$ cat config.mk
export PLATFORM = sky130hd
export DESIGN_NAME = fp_align_add
export DESIGN_NICKNAME = d
export VERILOG_FILES = /design/src/rtl/fp_align_add.sv
export SDC_FILE = /design/constraint.sdc
export NUM_CORES = 1
export LEC_CHECK = 0
export BUFFER_PORTS_ARGS = -buffer_cell sky130_fd_sc_hd__clkbuf_2
export CAP_MARGIN = 20
export CORE_MARGIN = 10
export CORE_UTILIZATION = 55
export CTS_CLUSTER_DIAMETER = 100
export DETAILED_ROUTE_END_ITERATION = 7
export PLACE_DENSITY = 0.82
export SYNTH_ARGS = -nofsm -noshare
export SYNTH_HDL_FRONTEND = slang
export SYNTH_SLANG_ARGS = --single-unit
export TNS_END_PERCENT = 1
$ cat constraint.sdc
create_clock -name clk -period 5.8 [get_ports clk]
set_clock_uncertainty 0.05 [all_clocks]
set_input_delay 0.58 -clock clk [delete_from_list [all_inputs] [get_ports clk]]
set_output_delay 0.58 -clock clk [all_outputs]
set_load 0.05 [all_outputs]
$ cat src/rtl/fp_align_add.sv
// Pre-normalization stage of the binary32 adder: unpack, order by magnitude,
// align the smaller mantissa with an iterative right shifter, then add/subtract.
module fp_align_add #(
    parameter int SHIFT_PER_CYCLE = 4,
    parameter int MAX_DIFF        = 26
) (
    input  logic        clk,
    input  logic        reset,
    input  logic [31:0] op_a,
    input  logic [31:0] op_b,
    input  logic        in_valid,
    output logic        in_ready,
    output logic        out_valid,
    input  logic        out_ready,
    output logic [23:0] aligned_result,
    output logic [7:0]  exponent_out,
    output logic        sticky_bit,
    output logic        aligned_sign,
    output logic        exp_overflow
);
    localparam int REM_W = $clog2(MAX_DIFF + 1);

    typedef enum logic [1:0] {IDLE, ALIGN, ADD, DONE} state_t;

    state_t             state_reg, state_next;
    logic [23:0]        m_l_reg, m_l_next;
    logic [23:0]        m_s_reg, m_s_next;
    logic [7:0]         exp_l_reg, exp_l_next;
    logic               sign_l_reg, sign_l_next;
    logic               sign_s_reg, sign_s_next;
    logic [REM_W-1:0]   remaining_reg, remaining_next;
    logic               sticky_reg, sticky_next;
    logic [23:0]        result_reg, result_next;
    logic [7:0]         exp_out_reg, exp_out_next;
    logic               sticky_out_reg, sticky_out_next;
    logic               sign_out_reg, sign_out_next;
    logic               ovf_reg, ovf_next;

    // Operand unpack; a zero exponent flushes the operand to zero.
    logic [31:0] ops      [2];
    logic [7:0]  op_exp   [2];
    logic [23:0] op_man   [2];
    assign ops[0] = op_a;
    assign ops[1] = op_b;

    genvar gi;
    generate
        for (gi = 0; gi < 2; gi++) begin : g_unpack
            assign op_exp[gi] = ops[gi][30:23];
            assign op_man[gi] = (ops[gi][30:23] == 8'd0) ? 24'd0 : {1'b1, ops[gi][22:0]};
        end
    endgenerate

    logic             a_larger;
    logic [7:0]       exp_l_in, exp_s_in, diff;
    logic [REM_W-1:0] diff_clamped;
    assign a_larger     = {op_exp[0], op_man[0]} >= {op_exp[1], op_man[1]};
    assign exp_l_in     = a_larger ? op_exp[0] : op_exp[1];
    assign exp_s_in     = a_larger ? op_exp[1] : op_exp[0];
    assign diff         = exp_l_in - exp_s_in;
    assign diff_clamped = (diff > 8'(MAX_DIFF)) ? REM_W'(MAX_DIFF) : diff[REM_W-1:0];

    // Per-cycle alignment step and the bits it drops.
    logic [REM_W-1:0] amt;
    logic [23:0]      lost_mask;
    assign amt       = (remaining_reg > REM_W'(SHIFT_PER_CYCLE)) ? REM_W'(SHIFT_PER_CYCLE)
                                                                 : remaining_reg;
    assign lost_mask = ~(24'hFFFFFF << amt);

    logic        eff_sub;
    logic [24:0] sum;
    assign eff_sub = sign_l_reg ^ sign_s_reg;
    assign sum     = eff_sub ? ({1'b0, m_l_reg} - {1'b0, m_s_reg})
                             : ({1'b0, m_l_reg} + {1'b0, m_s_reg});

    always_comb begin
        state_next      = state_reg;
        m_l_next        = m_l_reg;
        m_s_next        = m_s_reg;
        exp_l_next      = exp_l_reg;
        sign_l_next     = sign_l_reg;
        sign_s_next     = sign_s_reg;
        remaining_next  = remaining_reg;
        sticky_next     = sticky_reg;
        result_next     = result_reg;
        exp_out_next    = exp_out_reg;
        sticky_out_next = sticky_out_reg;
        sign_out_next   = sign_out_reg;
        ovf_next        = ovf_reg;
        case (state_reg)
            IDLE: begin
                if (in_valid) begin
                    m_l_next       = a_larger ? op_man[0] : op_man[1];
                    m_s_next       = a_larger ? op_man[1] : op_man[0];
                    exp_l_next     = exp_l_in;
                    sign_l_next    = a_larger ? op_a[31] : op_b[31];
                    sign_s_next    = a_larger ? op_b[31] : op_a[31];
                    remaining_next = diff_clamped;
                    sticky_next    = 1'b0;
                    state_next     = (diff_clamped != '0) ? ALIGN : ADD;
                end
            end
            ALIGN: begin
                m_s_next       = m_s_reg >> amt;
                sticky_next    = sticky_reg | (|(m_s_reg & lost_mask));
                remaining_next = remaining_reg - amt;
                if (remaining_reg == amt) state_next = ADD;
            end
            ADD: begin
                ovf_next = 1'b0;
                if (sum[24]) begin
                    result_next     = sum[24:1];
                    sticky_out_next = sticky_reg | sum[0];
                    if (exp_l_reg == 8'hFF) begin
                        exp_out_next = 8'hFF;
                        ovf_next     = 1'b1;
                    end else begin
                        exp_out_next = exp_l_reg + 8'd1;
                    end
                end else begin
                    result_next     = sum[23:0];
                    sticky_out_next = sticky_reg;
                    exp_out_next    = exp_l_reg;
                end
                sign_out_next = sign_l_reg;
                // Exact cancellation yields a canonical +0.
                if (sum == 25'd0) begin
                    sign_out_next   = 1'b0;
                    exp_out_next    = 8'd0;
                    sticky_out_next = 1'b0;
                end
                state_next = DONE;
            end
            DONE: begin
                if (out_ready) state_next = IDLE;
            end
            default: state_next = IDLE;
        endcase
    end

    always_ff @(posedge clk) begin
        if (reset) begin
            state_reg      <= IDLE;
            m_l_reg        <= '0;
            m_s_reg        <= '0;
            exp_l_reg      <= '0;
            sign_l_reg     <= 1'b0;
            sign_s_reg     <= 1'b0;
            remaining_reg  <= '0;
            sticky_reg     <= 1'b0;
            result_reg     <= '0;
            exp_out_reg    <= '0;
            sticky_out_reg <= 1'b0;
            sign_out_reg   <= 1'b0;
            ovf_reg        <= 1'b0;
        end else begin
            state_reg      <= state_next;
            m_l_reg        <= m_l_next;
            m_s_reg        <= m_s_next;
            exp_l_reg      <= exp_l_next;
            sign_l_reg     <= sign_l_next;
            sign_s_reg     <= sign_s_next;
            remaining_reg  <= remaining_next;
            sticky_reg     <= sticky_next;
            result_reg     <= result_next;
            exp_out_reg    <= exp_out_next;
            sticky_out_reg <= sticky_out_next;
            sign_out_reg   <= sign_out_next;
            ovf_reg        <= ovf_next;
        end
    end

    assign in_ready       = (state_reg == IDLE);
    assign out_valid      = (state_reg == DONE);
    assign aligned_result = result_reg;
    assign exponent_out   = exp_out_reg;
    assign sticky_bit     = sticky_out_reg;
    assign aligned_sign   = sign_out_reg;
    assign exp_overflow   = ovf_reg;
endmodule

==> flow_metrics.env <==
export IMPL_ys_flop_type="dfxtp_1"
export IMPL_final_common_cell="nor2_1"
export IMPL_rsz0062_at_grt="no"
export IMPL_yosys_cell_types_count=82
export IMPL_r2r_start="m_s_reg[2]$_SDFFE_PP0P_"
export IMPL_status="complete, no violations"
export IMPL_synth_nets=1348
export IMPL_mostFrequentLayoutCells="nor2_1, nand2_1, a21oi_1, clkbuf_2, dfxtp_1"
export IMPL_dpl_worst_slack_ns=0.639
export IMPL_fmax_mhz=198
export IMPL_drv_cap=0
export IMPL_fin_ws_ns=0.744
export IMPL_via_count=9308
export IMPL_pwr_density_cell_nw_per_um2=665
export IMPL_vias_per_cell=6.31
export IMPL_ys_async_sr_fraction_pct=0
export IMPL_rows=46
export IMPL_synth_avg_cell_area_um2=7.48
export IMPL_leakage_nw=4.00
export IMPL_gr_total_overflow=0
export IMPL_cts_buffer_depth=2
export IMPL_r2r_slack_ns=0.74
export IMPL_hold_ws_ns=0.395
export IMPL_power_mw=6.61
export IMPL_die_h_um=149
export IMPL_crit_path_max_fanout=9
export IMPL_core_area_um2=16100
export IMPL_n_antenna_cell=0
export IMPL_final_cell_area_um2=9950
export IMPL_grt_pass1_wl_mm=42.3
export IMPL_worstPathRequired_ns=5.98
export IMPL_fin_crit_sh_pct=87.2
export IMPL_worstReg2RegEnd="exponent_out[1]$_SDFFE_PP0P_"
export IMPL_layout_nets=1390
export IMPL_critPathBufInv=0
export IMPL_clockRootBuffer="clkbuf_16"
export IMPL_drive_gt1_share_pct=14.3
export IMPL_syn_area_um2=9080
export IMPL_worst_ep_arrival_time_ns=5.23
export IMPL_ys_ff_latch=101
export IMPL_hold_viol=0
export IMPL_tritoncts="done"
export IMPL_path_cells="nor4_1, nand2_1, o31ai_1, xor2_1, ha_1, a21oi_1, o21ai_0, a211oi_1, o21ai_1, o2111ai_1, nand3_1, a2111oi_0, nand4b_1, or4_1, nand3b_2, o21ai_1"
export IMPL_cts_sinks=101
export IMPL_dieArea_um2=22100
export IMPL_min_path_cells=2
export IMPL_synthCells=1215
export IMPL_clkTransAtPathRegs_ns=0.07
export IMPL_worstSetupEndpointType="register"
export IMPL_die_w_um=149
export IMPL_slowest_stage="or4_1"
export IMPL_hold_buffers=0
export IMPL_htreeDepth=3
export IMPL_synth_seq_area_share_pct=22.3
export IMPL_drt_iter0_markers=1213
export IMPL_hp_start="exponent_out[3]$_SDFFE_PP0P_"
export IMPL_r2r_cells=16
export IMPL_drc=0
export IMPL_yosysWarnings=0
export IMPL_area_growth_pct=9.56
export IMPL_slew_violations=0
export IMPL_io_pins=105
export IMPL_cts_buffers=9
export IMPL_dpl_cell_area_um2=9640
export IMPL_hold_path_endpoint="exponent_out[3]$_SDFFE_PP0P_"
export IMPL_worst_slew_pin_slew_ns=0.951
export IMPL_fin_tns_setup_ns=0
export IMPL_slowest_delay_ns=0.55
export IMPL_post_cts_repair_setup_buffers=0
export IMPL_start_util_pct=56.6
export IMPL_slew_headroom_pct=36.6
export IMPL_wire_per_inst_um=17.7
export IMPL_antenna_found_initial=0
export IMPL_grt_pass1_vias=8413
export IMPL_ctsResizeCount=0
export IMPL_insertion_delay_ns=0.34
export IMPL_path_delay_family="compound AO/OA/AOI/OAI gates"
export IMPL_final_setup_viol_count=0
export IMPL_path_class="register to register"
export IMPL_synth_edff_count=0
export IMPL_firstDrtPassIters=5
export IMPL_irDropWorstVdd_mv=0.359
export IMPL_drtAntennaViolNets=0
export IMPL_globalplace_congestion=0.909
export IMPL_cp_start_kind="register"
export IMPL_holdCritPathClass="register to register"
export IMPL_wl_mm=26.2
export IMPL_io_buffer_count=104
export IMPL_dp_hpwl_mm=19.6
export IMPL_period_minus_slack_ns=5.06
export IMPL_crit_top_cell="o21ai_1"
export IMPL_grt_max_degree=70
export IMPL_grtUsageTotal_pct=22.5
==> routing by layer <==
layer,share of wire [%],vias up,global-route usage [%]
li1,-,4520,-
met1,46,4257,32.3
met2,43,493,33.7
met3,9.2,38,4.52
met4,1.2,0,4.96
met5,0,-,0
==> layout make-up <==
| type | count | area, um2 |
|---|---|---|
| Multi-Input combinational cell | 993 | 6600 |
| Fill cell | 1384 | 6110 |
| Sequential cell | 101 | 2020 |
| Timing Repair Buffer | 120 | 653 |
| Tap cell | 216 | 270 |
| Clock buffer | 10 | 239 |
| Inverter | 32 | 120 |
| Clock inverter | 4 | 48.8 |
==> per-stage QoR <==
| step | cells | util [%] |
|---|---|---|
| 2_1_floorplan | 1215 | - |
| 3_3_place_gp | 1460 | 60.0 |
| 3_5_place_dp | 1460 | 60.0 |
| 4_1_cts | 1474 | 61.8 |
| 5_1_grt | 1476 | 62.0 |
| 6_report | 1476 | 62.0 |
==> synthesized netlist by cell type (22+ instances only) <==
| master | number | area share (%) |
|---|---|---|
| a211oi_1 | 53 | 4.4 |
| and2_1 | 30 | 2.1 |
| clkbuf_1 | 72 | 3.0 |
| a21oi_1 | 104 | 5.7 |
| xnor2_1 | 30 | 2.9 |
| ha_1 | 64 | 8.8 |
| a311oi_1 | 34 | 3.3 |
| nand2_1 | 157 | 6.5 |
| nor2_1 | 168 | 6.9 |
| nand3_1 | 22 | 1.2 |
| dfxtp_1 | 101 | 22 |
| o21ai_0 | 43 | 2.4 |
| inv_1 | 32 | 1.3 |
==> worst max path at each step <==
| stage | from | end | slack [ns] | depth (start not counted) |
|---|---|---|---|---|
| 4_1_cts | sign_l_reg$_SDFFE_PP0P_ | exponent_out[1]$_SDFFE_PP0P_ | 0.64 | 15 |
| 3_3_place_gp | op_a[24] | state_reg[0]$_SDFFE_PP0P_ | 0.77 | 17 |
| 2_1_floorplan | op_b[23] | remaining_reg[1]$_SDFFE_PP0P_ | 0.64 | 20 |
| 5_1_grt | m_s_reg[2]$_SDFFE_PP0P_ | exponent_out[2]$_SDFFE_PP0P_ | 0.34 | 16 |
| 6_report | m_s_reg[2]$_SDFFE_PP0P_ | exponent_out[1]$_SDFFE_PP0P_ | 0.74 | 16 |
| 3_5_place_dp | sign_l_reg$_SDFFE_PP0P_ | exponent_out[1]$_SDFFE_PP0P_ | 0.64 | 15 |
==> worst min-delay path, delay by kind of cell (launching register included) <==
| kind | cells | cell delay [ns] |
|---|---|---|
| AND/OR/NAND/NOR | 1 | 0.05 |
| AO/OA/AOI/OAI | 1 | 0.05 |
| flip-flops | 1 | 0.31 |
==> cells by family (layout without fill, tap and decap cells) <==
family,count (synthesis),after routing,share of synthesized area [%]
xor+xnor,46,46,4.44
fa+ha+maj,65,65,9.04
buf+inv,121,166,5.37
other cells,1,1,0.0413
flops,101,101,22.3
compound gates,361,361,27.7
simple gates,479,479,24.0
mux,41,41,7.15
==> power by group <==
| part | switching (mW) | internal, mW | leakage, nW |
|---|---|---|---|
| combinational | 3.01 | 1.87 | 3.03 |
| clock | 0.264 | 0.342 | 0.145 |
| sequential | 0.259 | 0.865 | 0.827 |
| total | 3.54 | 3.08 | 4.00 |
(Power assumes the default switching activity.)
